## src/rtl/blink_rate_controller.sv

```systemverilog
// Blink rate controller: turns button levels into single rate steps, holds a
// one-hot rate, and runs a prescaled countdown that toggles the light once per
// half-period at the selected rate.
module blink_rate_controller #(
  parameter int TICK_DIV    = 4,  // clocks per base tick
  parameter int PERIOD_UNIT = 2   // base ticks per half-period at fastest rate
) (
  input  logic       clk,
  input  logic       rst,          // asynchronous, active low
  input  logic       enable,
  input  logic       shift_left,
  input  logic       shift_right,
  output logic       out_light,
  output logic [3:0] rate_state,
  output logic       toggle_pulse
);

  localparam int CNT_W = $clog2(PERIOD_UNIT * 8);
  localparam int PRE_W = (TICK_DIV > 1) ? $clog2(TICK_DIV) : 1;
  localparam logic [PRE_W-1:0] PRE_LAST = PRE_W'(TICK_DIV - 1);

  // Countdown reload value for a one-hot rate: PERIOD_UNIT * 2^idx - 1.
  // An illegal (non one-hot) code falls back to the fastest rate's value.
  function automatic logic [CNT_W-1:0] load_of(input logic [3:0] rate);
    logic [CNT_W-1:0] val;
    case (rate)
      4'b0001: val = CNT_W'(PERIOD_UNIT * 1 - 1);
      4'b0010: val = CNT_W'(PERIOD_UNIT * 2 - 1);
      4'b0100: val = CNT_W'(PERIOD_UNIT * 4 - 1);
      4'b1000: val = CNT_W'(PERIOD_UNIT * 8 - 1);
      default: val = CNT_W'(PERIOD_UNIT - 1);
    endcase
    return val;
  endfunction

  logic             prev_l_r;
  logic             prev_r_r;
  logic [PRE_W-1:0] presc_r;
  logic [CNT_W-1:0] count_r;

  logic             step_l_s;
  logic             step_r_s;
  logic             tick_s;
  logic [CNT_W-1:0] load_s;
  logic [3:0]       rate_next_s;
  logic [PRE_W-1:0] presc_next_s;
  logic [CNT_W-1:0] count_next_s;
  logic             light_next_s;
  logic             pulse_next_s;

  // Rising-edge detection on the button levels and the base tick strobe.
  always_comb begin
    step_l_s = shift_left  & ~prev_l_r;
    step_r_s = shift_right & ~prev_r_r;
    tick_s   = (presc_r == PRE_LAST);
    load_s   = load_of(rate_state);
  end

  // Next rate: one saturating step per button edge; simultaneous edges cancel,
  // and any non one-hot code is forced back to the fastest rate.
  always_comb begin
    rate_next_s = rate_state;
    case (rate_state)
      4'b0001, 4'b0010, 4'b0100, 4'b1000: begin
        if (step_l_s && !step_r_s) begin
          rate_next_s = rate_state[3] ? rate_state : {rate_state[2:0], 1'b0};
        end else if (step_r_s && !step_l_s) begin
          rate_next_s = rate_state[0] ? rate_state : {1'b0, rate_state[3:1]};
        end else begin
          rate_next_s = rate_state;
        end
      end
      default: rate_next_s = 4'b0001;
    endcase
  end

  // Next timer and light state: held at the start of a half-period while
  // disabled; otherwise prescale, count down, and toggle on expiry.
  always_comb begin
    presc_next_s = presc_r;
    count_next_s = count_r;
    light_next_s = out_light;
    pulse_next_s = 1'b0;
    if (!enable) begin
      presc_next_s = '0;
      count_next_s = load_s;
      light_next_s = 1'b0;
      pulse_next_s = 1'b0;
    end else begin
      if (tick_s) begin
        presc_next_s = '0;
      end else begin
        presc_next_s = presc_r + PRE_W'(1);
      end
      if (tick_s) begin
        if (count_r == '0) begin
          // Reload uses the currently registered rate, so a rate change
          // only takes effect from the next half-period.
          count_next_s = load_s;
          light_next_s = ~out_light;
          pulse_next_s = 1'b1;
        end else begin
          count_next_s = count_r - CNT_W'(1);
        end
      end else begin
        count_next_s = count_r;
      end
    end
  end

  // State and output registers with asynchronous return to power-up values.
  always_ff @(posedge clk or negedge rst) begin
    if (!rst) begin
      prev_l_r     <= 1'b0;
      prev_r_r     <= 1'b0;
      rate_state   <= 4'b0001;
      presc_r      <= '0;
      count_r      <= load_of(4'b0001);
      out_light    <= 1'b0;
      toggle_pulse <= 1'b0;
    end else begin
      prev_l_r     <= shift_left;
      prev_r_r     <= shift_right;
      rate_state   <= rate_next_s;
      presc_r      <= presc_next_s;
      count_r      <= count_next_s;
      out_light    <= light_next_s;
      toggle_pulse <= pulse_next_s;
    end
  end

endmodule

```

## config.mk

```make
export PLATFORM = sky130hd
export DESIGN_NAME = blink_rate_controller
export DESIGN_NICKNAME = d
export VERILOG_FILES = /design/src/rtl/blink_rate_controller.sv
export SDC_FILE = /design/constraint.sdc
export NUM_CORES = 1
export LEC_CHECK = 0
export BUFFER_PORTS_ARGS = -buffer_cell sky130_fd_sc_hd__buf_4
export CAP_MARGIN = 5
export CORE_MARGIN = 1
export CORE_UTILIZATION = 49
export DETAILED_ROUTE_END_ITERATION = 10
export PLACE_DENSITY_LB_ADDON = 0.25
export SLEW_MARGIN = 20
export SYNTH_ARGS = -nofsm -noshare
export SYNTH_HDL_FRONTEND = slang
export SYNTH_SLANG_ARGS = --single-unit
```

## constraint.sdc

```tcl
create_clock -name clk -period 1.6 [get_ports clk]
set_clock_uncertainty 0.1 [all_clocks]
set_input_delay 0.16 -clock clk [delete_from_list [all_inputs] [get_ports clk]]
set_output_delay 0.16 -clock clk [all_outputs]
set_load 0.01 [all_outputs]
```

# Word-level counts from Yosys, hierarchy flattened
# Index checks and enable logic that the tools add are counted.
# Widths: inputs -> output; s select.
dict set report totals {
  regBits 14
  in_bits 5
  output_inout_bits 6
  wordCells 53
}
dict set report op_classes {
  addsub 2
  n_eq_ne 10
  muxes 17
  n_bitwise 5
  n_reduce_logical 10
}
# operator n
set ops {}
lappend ops {{$mux 4} 8}
lappend ops {{$pmux 4 s3} 1}
lappend ops {{$ne 3x3->1 const B} 3}
lappend ops {{$mux 1} 6}
lappend ops {{$reduce_and 2->1} 3}
lappend ops {{$eq 4x1->1 const B} 1}
lappend ops {{$eq 4x2->1 const B} 1}
lappend ops {{$eq 4x3->1 const B} 1}
lappend ops {{$eq 4x4->1 const B} 1}
lappend ops {{$logic_not 4->1} 1}
lappend ops {{$mux 2} 2}
lappend ops {{$ne 2x1->1 const B} 2}
lappend ops {{$reduce_or 4->1} 1}
lappend ops {{$sub 4x1->4 const B} 1}
lappend ops {{$not 1->1} 3}
lappend ops {{$reduce_and 3->1} 1}
lappend ops {{$add 2x1->2 const B} 1}
lappend ops {{$and 1x1->1} 2}
lappend ops {{$eq 2x2->1 const B} 1}
lappend ops {{$logic_and 1x1->1} 2}
lappend ops {{$logic_not 1->1} 2}

# Logic depth before layout (Yosys ltp)
# Gate-level depths: netlist of run 1.
dict set report logic_depth {
  word_depth 7
  depth_mapped 6
  mapped_depth_nobuf 6
}

# Least setup slack after synthesis of run 1
# Ideal clock, no wire load.
dict set report synth_path {
  path_kind {register to register}
  startpoint {register prev_r_r}
  endpoint {register rate_state[2]}
  t_arrival_ns 1.530
  slack_ns -0.102
  stages_incl_launch_ff 7
  cell_sequence {dfrtp_1 > nand2b_1 > ha_1 > or4b_1 > a21oi_1 > a21oi_1 > nor2_1}
}
dict set report synth_via {
  elab_chain_len 6
  word_cells_on_any_way 11
}
# item line_no
set synth_lines {}
lappend synth_lines {{start: declaration} 37} ;# logic prev_r_r;
lappend synth_lines {{start signal: assignment} 123} ;# prev_r_r <= shift_right;
lappend synth_lines {{$not 1->1 (*)} 54} ;# step_r_s = shift_right & ~prev_r_r;
lappend synth_lines {{$and 1x1->1 (*)} 54}
lappend synth_lines {{$logic_not 1->1} 65} ;# if (step_l_s && !step_r_s) begin
lappend synth_lines {{$logic_and 1x1->1} 65}
lappend synth_lines {{$ne 3x3->1 (no line) / $mux 4 (equally long branches)} n/a}
lappend synth_lines {{$reduce_and 3->1 (no line) / $mux 4 (equally long branches)} n/a}
lappend synth_lines {{end signal: assignment} 124} ;# rate_state <= rate_next_s;
lappend synth_lines {{end: declaration} 14} ;# output logic [3:0] rate_state,
# Every way passes the cells marked *; elsewhere a longest branch is shown, timed or not.
# A chain may end at the register's enable or synchronous reset.

# Worst setup path in the final report of run 1
# Same ends and word-level chain as after synthesis.

==> results.md, run 1 <==
Clock tree:
- The maximum count of clock buffers along a single path is 2.
- The number of H-tree levels is 1.
- The clock transition at the registers of the reported paths is roughly 80 ps.
- Clock tree synthesis found a total of 14 sinks.
- The clock reaches the later pin of the worst-skew pair after roughly 270 ps.
- The total CTS buffers is 3.
- The clock tree root driver cell is clkbuf_4.
- TritonCTS built the clock tree.

Pwr:
- The analysis attributes to net switching a power of roughly 190 uW.
- The share of total power dissipated in sequential elements is 0.547.
- The total power consumption of the routed design is just over 700 uW.
- The cell area power density is 705 mW/mm^2.
- The internal power is 531 uW.
- The static power due to leakage is ~0.00044 uW.
- The combinational fraction of design power is 0.178.
- IR analysis of the VDD net gives a maximum drop of 0.532 mV.
- The share of total power dissipated in the clock network is 0.275.
- The switching part of the total is 0.262.

Synth:
- The synthesized-area fraction occupied by ao, oa, aoi and oai cells came to 0.138.
- The fraction of synthesized area in multiplexers is 0.0123.
- Of the post-synthesis cell area, the dominant cell type holds 0.369.
- The net count of the mapped netlist is just under 90.
- The share of synthesized area occupied by flip-flops and latches is 0.434.
- The mapped netlist covers about 810 sq um.
- The number of library cell types mapped by synthesis is 37.
- The synthesized instance count is 81.
- Of the total synthesized cell area, the portion taken by XOR and XNOR cells is 0.0215.
- The register bit count reported by yosys is 14.
- For this run, the number of Yosys warnings is 0.
- By area the synthesized netlist is led by dfrtp_1 37%, dfstp_2 6.5%, ha_1 4.6%.
- The average cell area after synthesis is between 10 and 15 sq um.
- Of the total synthesized cell area, the portion taken by AND, OR, NAND and NOR gates is 0.277.
- By area, the combinational part of the netlist is dominated by simple AND/OR/NAND/NOR gates.
- Of the total synthesized cell area, the portion taken by full adders, half adders and majority gates is 0.0462.
- The cell taking the most area after synthesis is dfrtp_1.

Outcome:
- The final reports fail on setup timing.
- The flow ran to the end, but the final reports show violations.

STA:
- Based on the critical path, the design can be clocked at up to 592 MHz.
- The final-report max-slew violation count is 0.
- The part of the cycle the worst path needs is 1.06.
- The time the final worst path needs with I/O delays and setup is ~1700 ps.
- The worst pin sits at a relative slew slack of 0.733.
- The final hold violation count was 0.
- Setup violations remaining at the end of the flow were counted as 2.
- Setup repair after global routing could not meet its margin everywhere.
- The measured slew at the worst slew-check pin is about 400 ps.
- Across all hold checks on the routed design, the worst slack comes to around 37 ps.
- Across all setup checks in the final design, the least slack found is -88.7 ps.

Setup path:
- The setup check on the worst reg-to-reg path leaves a slack of -90 ps.
- The beginning of the critical path is prev_r_r.
- The required time at the worst-slack endpoint is roughly 1700 ps.
- The start of the worst register-to-register path is prev_r_r.
- The worst setup path is launched from a register.
- The worst setup path is of the register to register kind.
- The nature of the critical path endpoint is a register.
- Along the worst path, the maximum fanout reaches 3.
- The capture instance of the worst register-to-register path is rate_state[2].
- The end point of the critical path is rate_state[2].
- Data on the critical path arrives at its endpoint at roughly 1800 ps.
- Counting cells, the worst reg-to-reg path comes to 6.

Placed design:
- The number of instances in the placed design is between 100 and 150.
- At the end of routability-driven placement, the weighted congestion stood at just under 0.8.
- Once detailed placement completed, the half-perimeter wirelength came to around 1000 um.
- Buffers placed on the I/O ports in this run total 10.
- The worst slack after detailed placement is -42.2 ps.
- The post-placement cell area is ~900 sq um.

Worst hold path:
- In this run the worst hold path is classified as input pin to register.

Die:
- 11 I/O pins were placed.
- The core area is around 0.0015 sq mm.
- The die covers approximately 0.0018 sq mm.
- The number of core rows is 14.
- The die width is 42.7 um.
- The floorplan die height is about 43 um.
- For this configuration, the core starts out at a cell density of 0.534.

Routing:
- The number of detailed-routing iterations run before antenna repair is 4.
- The DRC violation count after routing is 0.
- The detailed router finished its first iteration with 16 violations.
- The final wirelength is 1550 um.
- The remaining antenna violation count after routing is 0.
- The number of vias per cell after detailed routing is roughly 5.6.
- Across all layers, the routed design uses approximately 620 vias.
- After detailed routing, the average wire length per cell comes to 14.0 um.

Layout:
- Compared with the post-synthesis result, the final layout area differs by 25.5%.
- The finished layout holds 111 standard cells, fillers aside.
- The antenna diode count is 0.
- The layout filler cell count is 121.
- In the final layout, the share of cells above drive strength 1 is 0.389.
- The total non-filler cell area in the finished layout is between 0.001 and 0.0015 sq mm.
- In the final design database the tool counted 105 nets.

Global route:
- The largest net degree at the start of global routing is 15.
- The global-route usage over all layers is 0.190.
- The first global-routing pass estimated about 2700 um of wire.
- The number of global-route vias before repair is between 500 and 600.
- The remaining global-route overflow is 0.
- The initial antenna violation count is 0.

Job:
- The max-cap check violation count is 0.
## sequential cells by signal, indices dropped and copies added (netlist names)
| signal | flops |
|---|---|
| count_r | 4 |
| out_light | 1 |
| presc_r | 2 |
| prev_l_r | 1 |
| prev_r_r | 1 |
| rate_state | 4 |
| toggle_pulse | 1 |
## routing by layer
layer	track usage	vias to the layer above	share of wire	wire length, um
li1	-	318	-	-
met1	0.279	290	0.52	802
met2	0.279	8	0.45	694
met3	0.0298	2	0.030	47
met4	0.0750	0	0.0039	6
met5	0	-	0	0
## logic make-up after synthesis
group | after synthesis
compound gates | 17
simple gates | 36
buf+inv | 8
flops | 14
mux | 1
fa+ha+maj | 3
xor+xnor | 2
## synth_stat cells, drive strengths merged
| cell | count |
|---|---|
| dfrtp | 12 |
| nor2 | 7 |
| a21oi | 5 |
| nand2 | 5 |
| buf | 4 |
| nand3b | 4 |
| nor3 | 4 |
| o21ai | 4 |
| ha | 3 |
| nand2b | 3 |
| and2 | 2 |
| clkbuf | 2 |
| dfstp | 2 |
| inv | 2 |
| nor2b | 2 |
| nor3b | 2 |
| nor4b | 2 |
| xnor2 | 2 |
| a22oi | 1 |
| a31oi | 1 |
| a41o | 1 |
| and3 | 1 |
| and4b | 1 |
| and4bb | 1 |
| mux2i | 1 |
| nand3 | 1 |
| o21a | 1 |
| o21ba | 1 |
| o21bai | 1 |
| o32a | 1 |
| o32ai | 1 |
| or4b | 1 |
## power by group through the flow
| stage | sequential, uW | combinational [uW] | clock, uW |
|---|---|---|---|
| floorplan | 392 | 74.6 | 0 |
| global placement | 397 | 102 | 0 |
| detailed placement | 397 | 107 | 0 |
| CTS | 392 | 114 | 206 |
| global route | 397 | 144 | 211 |
| finish | 393 | 128 | 198 |
## final cells by class
cell class / instances / area (sq um) / share of cell area
Multi-Input combinational cell: 59 / 483 / 0.473
Sequential cell: 14 / 353 / 0.346
Timing Repair Buffer: 17 / 135 / 0.132
Clock buffer: 3 / 22.5 / 0.0221
Tap cell: 16 / 20.0 / 0.0196
Inverter: 2 / 7.51 / 0.00735
## critical path: stages (launching register included)
cell      delay, ps
dfrtp_1         370
nand2b_4        140
ha_4            240
or4b_4          480
a21oi_2         160
a21oi_2          40
nor2_1          100
## metrics by stage
| stage | TNS (ps) | util |
|---|---|---|
| after floorplan | 0 | - |
| after global placement | -23.3 | 0.593 |
| after detailed placement | -42.2 | 0.593 |
| after CTS | -66.8 | 0.631 |
| after global routing | -272 | 0.670 |
| final | -97.2 | 0.670 |
## layout by cell type, fill, tap and decap left out, types with 2 or more instances in the layout
master,instances
o21ai_0,3
dfrtp_1,12
and2_1,2
nor3_2,3
nand3b_1,4
dlygate4sd3_1,3
a21oi_2,2
nand2_1,4
a21oi_1,3
nor2_1,7
dfstp_2,2
clkbuf_4,3
nand2b_1,2
buf_4,14
ha_4,2
xnor2_1,2
inv_2,2
## worst min-delay path by stage
stage            from      endpoint  slack [ps]  depth (start not counted)
2_1_floorplan     rst    count_r[1]        -240                          0
3_3_place_gp      rst  toggle_pulse         -80                          1
3_5_place_dp      rst    count_r[2]         -80                          1
4_1_cts        enable    count_r[0]          30                          2
5_1_grt        enable    count_r[0]          70                          2
6_report       enable    count_r[0]          40                          2
## repair_timing
item | 4_1_cts | 5_1_grt
gates resized for setup | 1 | 13
buffers inserted | 0 | 1
pin swaps | 0 | 4
setup endpoints to repair | 3 | 5
hold endpoints to repair | 16 | 0
gates cloned | 0 | 0
hold buffers | 3 | 0
No activity file was read; power rests on OpenSTA's default activity.
==> inputs of run 2 (changes only) <==
Settings changed: CORE_ASPECT_RATIO set to 0.9.
==> results.md, run 2 (same netlist as run 1, synthesis figures left out) <==
STA:
- The part of the cycle the worst path needs is 1.05 (-0.00871).
- The measured slew at the worst slew-check pin is 390 ps (-11.1 ps).
- The time the final worst path needs with I/O delays and setup is 1670 ps (-13.9 ps).
- The final hold violation count is 0 (unchanged).
- The final-report max-slew violation count came to 0 (unchanged).
- The final worst setup slack was -74.7 ps (+13.9 ps).
- Setup repair after global routing could not meet its margin everywhere.
- The worst relative slew slack is 0.740 (+0.00743).
- The maximum clock rate is 597 MHz (+0.83%).
- The setup violation total in the final timing report is 1 (-1).
- The tightest hold margin was 27.9 ps (-9.01 ps).

Layout:
- The flip-flop and latch area is 353 sq um (unchanged).
- In the final layout, the registers with the most flip-flops are count_r (4), rate_state (4), presc_r (2).
- The final core utilization came to 0.671 (+0.00145).
- The area taken by multi-input logic gates came to 455 sq um (-5.7%).
- The layout filler cell count is 126 (+4.1%).
- The most frequent standard cell in the layout excluding fill and tap cells is buf_4.
- The number of nets in the finished design is 105 (unchanged).
- The antenna diode count was 0 (unchanged).
- The fraction of final layout cells with drive strength greater than 1 is 0.344 (-0.0457).
- The library cells used most frequently in the layout, excluding fill and tap cells, are 14 x buf_4, 12 x dfrtp_1, 7 x nor2_1, 5 x nand2_1.
- The area added between synthesis and finish is 23.5%.

Pwr:
- The highest ir drop seen on vdd is 0.681 mV (+28%).
- The cell area power density is 708 mW/mm^2 (+0.53%).
- The total power consumption of the routed design came to 712 uW (-1.1%).
- The static power due to leakage was 0.000428 uW (-1.8%).

Routing:
- The final wirelength is 1460 um (-5.8%).
- The count of vias placed by the detailed router was 617 (-0.16%).
- The average wire length per cell after detail routing came to 12.4 um (-11%).
- The highest routed metal layer is met4.
- The remaining antenna violation count after routing is 0 (unchanged).
- The met2 wirelength from detailed routing is 679 um (-2.2%).
- The length of routed met3 wiring was 57 um (+21%).
- The number of detailed-routing iterations run before antenna repair came to 4 (unchanged).
- The post-route met1 wirelength is 715 um (-11%).
- The number of vias per cell after detailed routing is 5.23 (-6.1%).
- The DRC violation count after routing is 0 (unchanged).
- The starting DRC count in detailed routing was 9 (-7).

Die:
- The initial core utilization is 0.543 (+0.00982).
- The floorplan die height is 40.7 um (-4.9%).
- The overall die area was 0.00183 sq mm (about the same).
- The die width is 44.9 um (+5.2%).
- The core area is 0.00150 sq mm (-1.8%).
- The count of pins on the block boundary came to 11 (unchanged).
- The number of core rows is 13 (-1).

Clock tree:
- The worst-skew pair later-pin latency is 290 ps (+20 ps).
- The number of H-tree levels came to 1 (unchanged).
- The clock transition at the registers of the reported paths came to 90 ps (about the same).
- The total number of clock tree sinks is 14 (unchanged).
- TritonCTS built the clock tree.
- The total CTS buffers came to 3 (unchanged).
- The clock tree root driver cell is clkbuf_4.
- The maximum count of clock buffers along a single path was 2 (unchanged).

Placed design:
- The quantity of I/O buffers inserted on ports is 10 (unchanged).
- The routability congestion estimate from global placement came to 0.766 (-1.9%).
- The sum of net half-perimeters after detailed placement was 1010 um (+0.34%).

Setup path:
- The critical path launch point type is a register.
- The worst stage delay on the critical path is 480 ps (about the same).
- Traced cell by cell, the critical path runs through nor2b_2 -> ha_4 -> or4b_4 -> a21oi_2 -> a21oi_1 -> nor2_1.
- The required time at the worst-slack endpoint was 1720 ps (about the same).
- The critical path arrival is 1800 ps (about the same).
- The largest driver fanout on the critical path is 3 (unchanged).
- The setup path with the least slack is of type register to register.
- The worst setup path is captured at a register.
- The worst-path cell with the longest stage delay is or4b_4.

Worst hold path:
- The class of the tightest hold or removal check is input pin to register.

Global route:
- The remaining global-route overflow came to 0 (unchanged).
- The largest net degree at the start of global routing is 15 (unchanged).
- The number of global-route vias before repair came to 536 (-11%).
- The global-route usage over all layers is 0.180 (-0.00998).
- The global-route wire length before repair is 2270 um (-15%).
- The initial antenna violation count is 0 (unchanged).

Outcome:
- The checks that failed: setup timing.
- The flow ran to the end, but the final reports show violations.

Job:
- The max-cap check violation count is 0 (unchanged).
==> run 2: cell types whose count changed in the layout (fill, tap and decap cells not counted), sizes merged <==
cell,before,now
clkbuf,3,4
==> run 2: critical path: cells and delay by family (launching register included) <==
kind / cells / cell delay (ps)
adders and majority gates: 1 / 220
AOI/OAI and AO/OA: 2 / 180
DFF: 1 / 380
and+or+nand+nor: 3 / 730
==> run 2: power by group <==
part           leakage, uW  internal [uW]  switching (uW)
clock network    0.0000150           96.9             110
registers         0.000177            374            20.8
logic             0.000236           59.5            50.3
total             0.000428            531             181
==> run 2: area by class of cell <==
| type | instances | area share |
|---|---|---|
| multi-input combinational | 59 | 0.453 |
| sequential | 14 | 0.351 |
| timing repair buffer | 17 | 0.134 |
| tap | 22 | 0.0274 |
| clock buffer | 4 | 0.0262 |
| inverter | 2 | 0.00747 |
==> run 2: final timing paths <==
kind / cells past startpoint / startpoint / slack, ps / end
hold reg to reg: 1 / presc_r[0] / 340 / presc_r[0]
setup / recovery: 6 / prev_l_r / -70 / rate_state[2]
hold / removal: 2 / enable / 30 / count_r[0]
setup reg to reg: 6 / prev_l_r / -70 / rate_state[2]
max in group asynchronous: 2 / rst / 1000 / rate_state[0]
min in group asynchronous: 2 / rst / 150 / count_r[2]
==> run 2: repair_timing <==
action	in CTS	in global routing
setup buffers	0	1
hold endpoints to repair	16	0
pin swaps	0	1
setup endpoints to repair	1	6
hold buffers	3	0
resized for setup	0	8
==> run 2: metal layers <==
metal / vias up / GRT usage
li1: 319 / -
met2: 11 / 0.279
met1: 285 / 0.240
met3: 2 / 0.0661
met4: 0 / 0.0455
met5: - / 0
==> run 2: stage by stage <==
step                      std cells  instance area (sq um)  setup WS (ps)  setup TNS [ps]
final                           118                   1000          -74.7           -74.7
after global routing            118                   1000           -138            -264
after CTS                       117                    967          -82.6           -82.6
after detailed placement        110                    911          -46.8           -46.8
after global placement          110                    911          -26.4           -26.4
after floorplan                  81                    836          0.117               0
==> inputs of run 3 (changes only) <==
Settings changed: PLACE_DENSITY set to 0.8, PLACE_DENSITY_LB_ADDON 0.25 to not set.
==> results.md, run 3 (same netlist as run 1, synthesis figures left out) <==
Outcome:
- The run finished, with violations left.
- The final reports fail on setup timing.

Setup path:
- For this design, the slowest cell found on the critical path is or4b_4.
- Walking the worst path, the cells encountered are nand2b_4 -> ha_4 -> or4b_4 -> a21oi_2 -> a21oi_1 -> nor2_1.
- The startpoint identified for the worst register-to-register timing path is prev_r_r.
- The largest driver fanout on the critical path was 3 (unchanged).
- The reg2reg setup slack is -130 ps (-60 ps).
- The critical path arrival was 1850 ps (+50 ps).
- The worst stage delay on the critical path is 480 ps (about the same).
- The worst setup path category is register to register.
- The most critical setup path has its startpoint at prev_r_r.
- The capture instance of the worst register-to-register path is rate_state[2].
- The required time at the worst-slack endpoint is 1710 ps (about the same).
- STA classifies the critical path startpoint as a register.
- The depth of the most critical reg-to-reg path is 6 (unchanged).
- STA classifies the critical path endpoint as a register.

Routing:
- The count of vias placed by the detailed router is 670 (+8.6%).
- The final wirelength is 1640 um (+12%).
- The DRC violation count after routing is 0 (unchanged).
- The starting DRC count in detailed routing came to 10 (+1).
- The number of detailed-routing iterations run before antenna repair was 4 (unchanged).
- The remaining antenna violation count after routing is 0 (unchanged).
- The number of vias per cell after detailed routing is 5.54 (+5.9%).
- The average wire length per cell after detail routing is 13.5 um (+9.2%).

Placed design:
- The quantity of I/O buffers inserted on ports came to 10 (unchanged).
- The post-placement cell area is 933 sq um (+2.5%).
- The sum of net half-perimeters after detailed placement is 1130 um (+12%).
- The number of instances in the placed design is 113 (+2.7%).
- The routability congestion estimate from global placement was 0.735 (-4.0%).
- The worst slack after detailed placement came to -86.1 ps (-39.3 ps).

STA:
- Setup repair after global routing could not meet its margin everywhere.
- The worst relative slew slack was 0.520 (-0.220).
- The part of the cycle the worst path needs is 1.08 (+0.0367).
- The measured slew at the worst slew-check pin came to 710 ps (+320 ps).
- The final worst setup slack is -133 ps (-58.7 ps).
- The maximum clock rate is 577 MHz (-3.4%).
- The final hold violation count is 0 (unchanged).
- The time the final worst path needs with I/O delays and setup is 1730 ps (+58.7 ps).
- The final-report max-slew violation count is 0 (unchanged).
- The setup violation total in the final timing report was 2 (+1).

Layout:
- The fraction of final layout cells with drive strength greater than 1 came to 0.374 (+0.0300).
- The total non-filler cell area in the finished layout was 0.00104 sq mm (+3.1%).
- The number of nets in the finished design came to 108 (+2.9%).
- Compared with the post-synthesis result, the final layout area differs by 27.4%.
- In the layout the commonest cells are 17 x buf_4, 12 x dfrtp_1, 7 x nor2_1.
- The antenna diode count is 0 (unchanged).
- In the final layout, the registers with the most flip-flops are count_r (4), rate_state (4), presc_r (2).
- The final core utilization is 0.692 (+0.0209).
- The post-route non-filler standard cell count is 121 (+2.5%).
- The most frequent standard cell in the layout excluding fill and tap cells is buf_4.

Worst hold path:
- The worst hold path begins at enable.
- The worst hold path terminates at count_r[0].
- The class of the tightest hold or removal check is input pin to register.
- The worst hold path depth came to 2 (unchanged).

Clock tree:
- The clock tree root driver cell is clkbuf_4.
- The total number of clock tree sinks was 14 (unchanged).
- The total CTS buffers is 3 (unchanged).
- The worst-skew pair later-pin latency is 280 ps (about the same).
- The maximum count of clock buffers along a single path is 2 (unchanged).
- The clock transition at the registers of the reported paths was 80 ps (about the same).
- TritonCTS built the clock tree.
- The number of H-tree levels is 1 (unchanged).

Global route:
- The number of global-route vias before repair is 599 (+12%).
- The global-route wire length before repair is 2480 um (+9.1%).
- The global-route usage over all layers is 0.200 (+0.0192).
- The remaining global-route overflow is 0 (unchanged).
- The initial antenna violation count was 0 (unchanged).
- The largest net degree at the start of global routing is 15 (unchanged).

Pwr:
- The total power consumption of the routed design is 719 uW (+0.99%).
- The highest ir drop seen on vdd is 0.546 mV (-20%).
- The static power due to leakage is 0.000451 uW (+5.4%).
- The cell area power density is 694 mW/mm^2 (-2.1%).

Die:
- The number of core rows came to 13 (unchanged).
- The overall die area is 0.00183 sq mm (unchanged).
- The initial core utilization is 0.543 (unchanged).
- The floorplan die height came to 40.7 um (unchanged).
- The count of pins on the block boundary was 11 (unchanged).
- The core area was 0.00150 sq mm (unchanged).
- The die width was 44.9 um (unchanged).

Job:
- The max-cap check violation count is 0 (unchanged).
run 3: cell count changes in the layout (fill, tap and decap cells not counted), sizes merged:
cell / before / now
buf: 14 / 17
run 3: worst max path at each step:
| stage | endpoint | slack (ps) | cells past startpoint |
|---|---|---|---|
| after detailed placement | rate_state[2] | -90 | 6 |
| after floorplan | rate_state[2] | 0.1 | 6 |
| after CTS | rate_state[2] | -110 | 6 |
| after global routing | count_r[1] | -220 | 3 |
| final | rate_state[2] | -130 | 6 |
| after global placement | rate_state[2] | -20 | 6 |
run 3: layout make-up:
| type | count | area, sq um |
|---|---|---|
| Clock buffer | 4 | 26.3 |
| Tap cell | 22 | 27.5 |
| Fill cell | 112 | 460 |
| Timing Repair Buffer | 20 | 158 |
| Multi-Input combinational cell | 59 | 464 |
| Sequential cell | 14 | 353 |
| Inverter | 2 | 7.51 |
run 3: through the flow:
| stage | setup TNS, ps | hold WS [ps] |
|---|---|---|
| floorplan | 0 | -236 |
| global placement | -15.6 | -82.3 |
| detailed placement | -86.1 | -82.1 |
| CTS | -108 | 32.4 |
| global route | -455 | 45.7 |
| finish | -243 | 41.4 |
run 3: per-layer routing:
metal  GRT usage  share of wire  wire (um)  up-vias
li1            -              -          -      323
met1       0.221           0.46        761      320
met2       0.377           0.45        743       23
met3      0.0661          0.058         95        4
met4      0.0455          0.022         36        0
met5           0              0          0        -
run 3: repair_timing:
action | 4_1_cts | 5_1_grt
pin swaps | 0 | 4
hold buffers | 3 | 0
resized for setup | 1 | 9
cloned | 0 | 0
endpoints found under the hold margin | 16 | 0
setup buffers | 0 | 1
endpoints found under the setup margin | 2 | 5
run 3: power by group:
| group | switching, uW | internal (uW) | leakage (uW) |
|---|---|---|---|
| sequential | 19.8 | 374 | 0.000177 |
| combinational | 57.0 | 63.8 | 0.000259 |
| clock | 107 | 96.7 | 0.0000150 |
| total | 184 | 535 | 0.000451 |
run 3: worst max-delay path, delay by kind of cell, from the launching register on:
family / cells / cell delay (ps)
adder cells (fa/ha/maj): 1 / 240
flip-flops: 1 / 370
AO/OA/AOI/OAI: 2 / 220
AND/OR/NAND/NOR: 3 / 740
